$ cat src/rtl/da_shift_accumulator_if.sv
// rtl/da_shift_accumulator_if.sv - sample/result handshake and coefficient ROM bus for da_shift_accumulator
interface da_shift_accumulator_if #(
    parameter int DATA_W = 16,
    parameter int ROM_W  = 16,
    parameter int ACC_W  = 34
);
    logic              in_valid;
    logic              in_ready;
    logic [DATA_W-1:0] x1;
    logic [DATA_W-1:0] x2;
    logic [DATA_W-1:0] x3;
    logic              rom_cs;
    logic [2:0]        rom_addr;
    logic [ROM_W:0]    rom_data;
    logic              out_valid;
    logic              out_ready;
    logic [ACC_W-1:0]  y;

    modport slave (
        input  in_valid, x1, x2, x3, rom_data, out_ready,
        output in_ready, rom_cs, rom_addr, out_valid, y
    );

    modport master (
        output in_valid, x1, x2, x3, rom_data, out_ready,
        input  in_ready, rom_cs, rom_addr, out_valid, y
    );
endinterface

$ cat src/rtl/da_shift_accumulator.sv
// rtl/da_shift_accumulator.sv - bit-serial distributed-arithmetic MAC for one DCT output row
module da_shift_accumulator #(
    parameter int DATA_W = 16,
    parameter int ROM_W  = 16,
    parameter int ACC_W  = 34,
    parameter int CNT_W  = 4
) (
    input  logic clk,
    input  logic rst,
    da_shift_accumulator_if.slave bus
);
    typedef enum logic [1:0] {IDLE, COMPUTE, DONE} state_t;

    state_t                   r_state;
    logic [CNT_W-1:0]         r_j;
    logic signed [DATA_W-1:0] r_x1;
    logic signed [DATA_W-1:0] r_x2;
    logic signed [DATA_W-1:0] r_x3;
    logic signed [ACC_W-1:0]  r_acc;
    logic                     r_out_valid;

    logic signed [ROM_W-1:0]  w_rom_word;
    logic signed [ACC_W-1:0]  w_rom_sext;
    logic                     w_accept;
    logic                     w_unused_rom_msb;

    // Only the low ROM_W bits carry the coefficient sum; the top ROM bit is don't-care.
    assign w_rom_word       = bus.rom_data[ROM_W-1:0];
    assign w_unused_rom_msb = bus.rom_data[ROM_W];
    assign w_rom_sext       = {{(ACC_W-ROM_W){w_rom_word[ROM_W-1]}}, w_rom_word};

    assign bus.in_ready  = !rst && ((r_state == IDLE) || ((r_state == DONE) && bus.out_ready));
    assign w_accept      = bus.in_valid && bus.in_ready;
    assign bus.rom_cs    = (r_state == COMPUTE);
    assign bus.rom_addr  = (r_state == COMPUTE) ? {r_x1[r_j], r_x2[r_j], r_x3[r_j]} : 3'b000;
    assign bus.out_valid = r_out_valid;
    assign bus.y         = r_acc;

    always_ff @(posedge clk or posedge rst) begin
        if (rst) begin
            r_state     <= IDLE;
            r_j         <= '0;
            r_x1        <= '0;
            r_x2        <= '0;
            r_x3        <= '0;
            r_acc       <= '0;
            r_out_valid <= 1'b0;
        end else begin
            case (r_state)
                IDLE: begin
                    if (w_accept) begin
                        r_x1    <= bus.x1;
                        r_x2    <= bus.x2;
                        r_x3    <= bus.x3;
                        r_j     <= CNT_W'(DATA_W-1);
                        r_state <= COMPUTE;
                    end
                end
                COMPUTE: begin
                    // The sign-bit plane carries weight -2^(DATA_W-1), so it seeds the sum negated.
                    if (r_j == CNT_W'(DATA_W-1)) begin
                        r_acc <= -w_rom_sext;
                    end else begin
                        r_acc <= (r_acc <<< 1) + w_rom_sext;
                    end
                    if (r_j == '0) begin
                        r_state     <= DONE;
                        r_out_valid <= 1'b1;
                    end else begin
                        r_j <= r_j - 1'b1;
                    end
                end
                DONE: begin
                    if (bus.out_ready) begin
                        r_out_valid <= 1'b0;
                        if (w_accept) begin
                            r_x1    <= bus.x1;
                            r_x2    <= bus.x2;
                            r_x3    <= bus.x3;
                            r_j     <= CNT_W'(DATA_W-1);
                            r_state <= COMPUTE;
                        end else begin
                            r_state <= IDLE;
                        end
                    end
                end
                default: r_state <= IDLE;
            endcase
        end
    end
endmodule

$ cat src/flat_wrapper.sv
// flat-port wrapper written by rule: the top's interface ports become plain ports
module da_shift_accumulator_flat 
#(
    parameter int DATA_W = 16,
    parameter int ROM_W  = 16,
    parameter int ACC_W  = 34,
    parameter int CNT_W  = 4
)
  (clk, rst, bus_in_valid, bus_x1, bus_x2, bus_x3, bus_rom_data, bus_out_ready, bus_in_ready, bus_rom_cs, bus_rom_addr, bus_out_valid, bus_y);
  da_shift_accumulator_if #(.DATA_W(DATA_W), .ROM_W(ROM_W), .ACC_W(ACC_W)) bus_i ();
  input  logic clk;
  input  logic rst;
  input wire logic [$bits(bus_i.in_valid)-1:0] bus_in_valid;
  input wire logic [$bits(bus_i.x1)-1:0] bus_x1;
  input wire logic [$bits(bus_i.x2)-1:0] bus_x2;
  input wire logic [$bits(bus_i.x3)-1:0] bus_x3;
  input wire logic [$bits(bus_i.rom_data)-1:0] bus_rom_data;
  input wire logic [$bits(bus_i.out_ready)-1:0] bus_out_ready;
  output wire logic [$bits(bus_i.in_ready)-1:0] bus_in_ready;
  output wire logic [$bits(bus_i.rom_cs)-1:0] bus_rom_cs;
  output wire logic [$bits(bus_i.rom_addr)-1:0] bus_rom_addr;
  output wire logic [$bits(bus_i.out_valid)-1:0] bus_out_valid;
  output wire logic [$bits(bus_i.y)-1:0] bus_y;
  assign bus_i.in_valid = bus_in_valid;
  assign bus_i.x1 = bus_x1;
  assign bus_i.x2 = bus_x2;
  assign bus_i.x3 = bus_x3;
  assign bus_i.rom_data = bus_rom_data;
  assign bus_i.out_ready = bus_out_ready;
  assign bus_in_ready = bus_i.in_ready;
  assign bus_rom_cs = bus_i.rom_cs;
  assign bus_rom_addr = bus_i.rom_addr;
  assign bus_out_valid = bus_i.out_valid;
  assign bus_y = bus_i.y;
  da_shift_accumulator #(.DATA_W(DATA_W), .ROM_W(ROM_W), .ACC_W(ACC_W), .CNT_W(CNT_W)) u_core (.clk(clk), .rst(rst), .bus(bus_i));
endmodule
$ cat config.mk
export PLATFORM = sky130hd
export DESIGN_NAME = da_shift_accumulator_flat
export DESIGN_NICKNAME = d
export VERILOG_FILES = /design/src/rtl/da_shift_accumulator_if.sv /design/src/rtl/da_shift_accumulator.sv /design/src/flat_wrapper.sv
export SDC_FILE = /design/constraint.sdc
export NUM_CORES = 1
export LEC_CHECK = 0
export CAP_MARGIN = 40
export CORE_ASPECT_RATIO = 2
export CORE_UTILIZATION = 40
export CTS_CLUSTER_DIAMETER = 30
export DETAILED_ROUTE_END_ITERATION = 8
export GPL_ROUTABILITY_DRIVEN = 0
export PLACE_DENSITY = 0.64
export SLEW_MARGIN = 20
export SYNTH_ARGS = -nofsm -noshare
export SYNTH_HDL_FRONTEND = slang
export SYNTH_SLANG_ARGS = --single-unit
$ cat constraint.sdc
create_clock -name clk -period 3.4 [get_ports clk]
set_input_delay 0.51 -clock clk [delete_from_list [all_inputs] [get_ports clk]]
set_output_delay 0.51 -clock clk [all_outputs]
set_load 0.005 [all_outputs]
Word-level counts from Yosys, hierarchy flattened. Cells that the tools add are included.

Flip-flop bits (word level): 89. Input port bits: 69. Output and inout port bits: 40. Logic and storage cells: 61.

$add $sub $neg: 3. Order comparisons: 1. Equal/unequal tests: 7. Mux-type cells: 29. Reduce and logical (&&, ||, !) cells: 14.

Operator list (count): 2-to-1 mux 16 bit (6); one-hot mux 16 bit (2 select lines) (3); adder 34 x 16 -> 34 bit (1); 2-to-1 mux 34 bit (1); negation 16 -> 34 bit (1); binary-select mux 1 bit (select 4 bit) (3); 2-to-1 mux 4 bit (3); one-hot mux 4 bit (3 select lines) (1); AND reduction 3 bit (3); 2-to-1 mux 1 bit (6); 2-to-1 mux 2 bit (3); one-hot mux 2 bit (3 select lines) (1); less-than comparator 4 x 5 -> 1 bit (second input constant) (1); == test 4 bit (second input constant) (1); zero test 4 bit (1); inequality test 2 x 1 -> 1 bit (second input constant) (2); inequality test 2 bit (second input constant) (2); nonzero test 2 bit (2); subtractor 4 x 1 -> 4 bit (second input constant) (1); logical AND 1 bit (3); 2-to-1 mux 3 bit (1); nonzero test 3 bit (1); == test 2 x 1 -> 1 bit (second input constant) (1); == test 2 bit (second input constant) (1); 5 further kinds (5).

Depth between registers and ports, before layout.
Depth after elaboration: 8. Mapped depth: 10.

Least setup slack after synthesis. No wires, ideal clock.

Kind: input to register. From: input bus_rom_data[1]. To: register u_core.r_acc[27] (netlist: u_core.bus.y[27]). Library setup time: 0.131 ns. Arrival: 2.807 ns. Data required time: 3.269 ns. Path slack: 0.461 ns. Stages on the path: 10. Buffers on the path: 0. Cells stage by stage: ha_1 -> fa_1 -> a21o_1 -> a221oi_4 -> o32ai_2 -> a31oi_4 -> o221a_4 -> o21ai_2 -> and4_1 -> or3_1.

Cells in the longest elaborated chain, start to end: 2. Elaborated cells between the ends (all ways): 3.

Ends and longest elaborated chain: start, declared (line flat_wrapper.sv:17) `input wire logic [$bits(bus_i.rom_data)-1:0] bus_rom_data;`; adder 34 x 16 -> 34 bit or negation 16 -> 34 bit (tied branches) (line da_shift_accumulator.sv:64, da_shift_accumulator.sv:62); 2-to-1 mux 34 bit (*) (line da_shift_accumulator.sv:61) `if (r_j == CNT_W'(DATA_W-1)) begin`; end signal, assigned (line da_shift_accumulator.sv:62) `r_acc <= -w_rom_sext;`; end signal, assigned (line da_shift_accumulator.sv:64) `r_acc <= (r_acc <<< 1) + w_rom_sext;`; end, declared (line da_shift_accumulator.sv:19) `logic signed [ACC_W-1:0] r_acc;`.

Every way passes the cells marked *; elsewhere a longest branch is shown, timed or not. A chain may end at the register's enable or synchronous reset.

Worst setup path after layout. Ends and elaborated chain as after synthesis.

==> impl_metrics.py <==
metrics = {
    "outcome": {
        "status": "completed",
    },
    "hold_path": {
        "hold_path_startpoint": "u_core.r_x3[5]",
        "whs_path_depth": 1,
        "hold-path-endpoint": "u_core.r_x3[5]",
        "hold_path.class": "flip-flop to flip-flop",
    },
    "worst_setup_path": {
        "crit_chain": "clkdlybuf4s50_1, ha_1, fa_1, a21o_1, a221oi_4, o32ai_2, a31oi_4, o221a_4, o21ai_2, and4_1, or3_1",
        "cp_max_fo": 5,
        "end_kind": "flip-flop",
        "cpMaxStageDelayCell": "clkdlybuf4s50_1",
        "worst_ep_arrival_time_ns": 3.51,
        "cp_slowest_stage_delay_ns": 0.44,
        "reg2reg_depth": 10,
        "r2r-end": "u_core.bus.y[27]",
        "r2r-start": "u_core.bus.y[0]",
        "startpoint_type": "input port",
        "crit_type": "input port to flip-flop",
        "rrSetupSlack_ns": 0.32,
        "required_ns": 3.63,
    },
    "power_and_ir_drop": {
        "finalPower_w": 0.008041,
        "p_leak_nw": 3.467,
        "vdd_drop_max_uv": 505.4,
        "power.density_nw_per_um2": 999.1,
    },
    "final_layout": {
        "antenna_cells": 0,
        "syn2layout_area_growth_pct": 32.67,
        "drive_gt1_frac": 0.2015,
        "nNetsFinal": 882,
        "fillers": 1413,
    },
    "synth": {
        "syn_nets": 735,
        "syn_area_sq_um": 6066,
        "synth_edf_count": 0,
        "ys.flop_type": "dfrtp_1",
        "avgSynthCellArea_sq_um": 9.674,
        "synth-async-reset-ratio": 1.000,
        "ys_types": 62,
        "ys_ff_latch": 89,
        "yosysSeqAreaShare": 0.3672,
        "syn_inst": 627,
        "yosysWarnings": 0,
    },
    "placed_design": {
        "place_hpwl_mm": 14.41,
        "place_ws_ns": -0.2073,
        "io_buffers": 107,
    },
    "global_routing": {
        "top_usage_layer": "met2",
        "grt_pass1_wl_mm": 29.26,
        "antenna_found_initial": 0,
        "grt_overflow_total": 0,
        "grt.met3_usage": 0.05236,
        "gr-usage-all-layers": 0.2477,
        "grt_pass1_vias": 5991,
        "grt_max_degree": 40,
        "groute.layer.met1.usage": 0.2437,
        "use_met2": 0.4526,
    },
    "die": {
        "initial_core_util": 0.4093,
        "rows": 63,
        "boundaryPins": 109,
        "dieArea_sq_um": 15690,
        "die_h_microns": 176.2,
        "core_sq_um": 14820,
        "die_x_microns": 89.08,
    },
    "detailed_routing": {
        "routed_wl_mm": 18.22,
        "drtAntennaViolNets": 0,
        "dr.pass1.iters": 4,
        "vias_per_cell": 5.687,
        "wl_per_cell_microns": 18.71,
        "drtIter0Drc": 254,
        "drc": 0,
        "vias": 5539,
    },
    "cts": {
        "cts_sinks": 89,
        "ctsLongestPathBuffers": 2,
        "numCtsBuffers": 9,
        "cts_tree": "yes",
        "clockRootBuffer": "clkbuf_16",
        "path_clk_slew_ns": 0.07,
        "clock_latency_ns": 0.35,
        "htree_levels": 3,
    },
    "timing": {
        "worstMarginPinSlew_ns": 0.7690,
        "skew_ns": 0.008555,
        "slew_viol_final": 0,
        "max_freq_mhz": 305.0,
        "period_needed_ns": 3.279,
        "fin_ws_ns": 0.1210,
        "relSlewSlack": 0.4874,
        "finalSetupViolCount": 0,
        "hold_viol_final": 0,
        "rsz0062_at_grt": "no",
        "finalCritPeriodShare": 0.9644,
    },
    "run": {
        "drv_cap": 0,
    },
}
-- through the flow --
| stage | utilization | setup TNS, ns | cells | hold slack [ns] | instance area, sq um |
|---|---|---|---|---|---|
| after detailed placement | 0.5216 | -0.7777 | 956 | 0.4931 | 7730 |
| final | 0.5431 | 0 | 974 | 0.5042 | 8048 |
| after global routing | 0.5431 | 0 | 974 | 0.5207 | 8048 |
| after global placement | 0.5216 | -0.4812 | 956 | 0.4856 | 7730 |
| after floorplan | - | 0 | 627 | 0.4752 | 6066 |
| after CTS | 0.5418 | 0 | 972 | 0.5094 | 8029 |
-- cell type report --
class,count,area (sq um),share of cell area
Timing Repair Buffer,168,1554,0.1931
Clock buffer,11,252.7,0.03141
Clock inverter,5,46.29,0.005752
Tap cell,195,244.0,0.03032
Sequential cell,89,2227,0.2767
Inverter,18,68.82,0.008551
Multi-Input combinational cell,488,3655,0.4541
-- power by group --
part           internal [W]  total (W)  switching [W]
combinational       0.00256    0.00501        0.00244
sequential          0.00160    0.00203       0.000429
clock              0.000548    0.00101       0.000458
-- worst max-delay path: cells and delay by family --
| family | cells | cell delay [ns] |
|---|---|---|
| AND/OR/NAND/NOR | 2 | 0.53 |
| AO/OA/AOI/OAI | 6 | 1.37 |
| buffers and inverters | 1 | 0.44 |
| adder cells (fa/ha/maj) | 2 | 0.63 |
-- synthesized netlist by cell type, types with 2 or more instances --
cell      count  area [sq um]
dfrtp_1      89          2227
a21oi_1      57         285.3
nand2_1      57         214.0
nor2_1       57         214.0
mux2_2       48         540.5
ha_1         38         475.5
o21ai_0      35         175.2
clkbuf_1     28         105.1
xnor2_1      23         201.4
inv_1        17         63.81
a21o_1       15         112.6
mux4_2       15         337.8
xor2_1       15         131.4
nand3_1      12         60.06
a31oi_1      11         68.82
nor3_1       11         55.05
and3_1        8         50.05
a211oi_1      7         52.55
o21bai_1      7         52.55
and2_1        5         31.28
nand2b_1      5         31.28
nand4_1       5         31.28
nor4_1        5         31.28
o211ai_1      5         37.54
o21a_1        5         37.54
buf_1         3         11.26
nor3b_1       3         22.52
o41ai_1       3         26.28
or2_2         3         18.77
o32ai_1       2         17.52
or4_1         2         15.01
-- metal layers --
metal	part of all wire	vias to the layer above	wire [microns]
met5	0	-	0
met4	0.062	0	1136
met3	0.053	71	958
met2	0.55	201	10030
met1	0.33	2676	6103
li1	-	2591	-
-- worst max path at each step --
| stage | depth (start not counted) | slack [ns] | from | end |
|---|---|---|---|---|
| final | 11 | 0.12 | bus_rom_data[1] | u_core.bus.y[27] |
| after global routing | 11 | 0.01 | bus_rom_data[1] | u_core.bus.y[33] |
| after CTS | 11 | 0.11 | bus_rom_data[1] | u_core.bus.y[33] |
| after detailed placement | 11 | -0.21 | bus_rom_data[1] | u_core.bus.y[33] |
| after global placement | 11 | -0.16 | bus_rom_data[1] | u_core.bus.y[29] |
| after floorplan | 10 | 0.46 | bus_rom_data[1] | u_core.bus.y[27] |
-- logic make-up (layout without fill, tap and decap cells) --
group                      after synthesis  in the layout  synth area share
AOI/OAI and AO/OA                      168            168            0.1832
xor gates and xnor gates                38             38           0.05487
adders and majority gates               39             39           0.08168
buffers and inverters                   50            202           0.03115
DFF                                     89             89            0.3672
muxes                                   64             64            0.1465
and+or+nand+nor                        179            179            0.1355
-- repair_timing --
| action | 4_1_cts | 5_1_grt |
|---|---|---|
| hold buffers | 0 | 0 |
| setup buffers | 0 | 2 |
| gates resized for setup | 0 | 1 |
| setup endpoints to repair | 0 | 2 |
-- state kept, by name (all words and copies together), names as in the netlist --
| name | count |
|---|---|
| u_core.bus.out_valid | 1 |
| u_core.bus.y | 34 |
| u_core.r_j | 4 |
| u_core.r_state | 2 |
| u_core.r_x1 | 16 |
| u_core.r_x2 | 16 |
| u_core.r_x3 | 16 |
-- layout by cell type, fill, tap and decap left out, drive strengths merged, types with 9 or more instances in the layout --
cell	n
nand3	12
xor2	15
mux4	15
a31oi	13
clkdlybuf4s50	107
a21o	15
buf	61
nor2	57
clkbuf	11
inv	18
a21oi	57
nand2	57
mux2	48
and3	9
o21ai	36
dfrtp	89
xnor2	23
nor3	11
ha	38
Note: power is estimated with default switching activity, not from simulation.
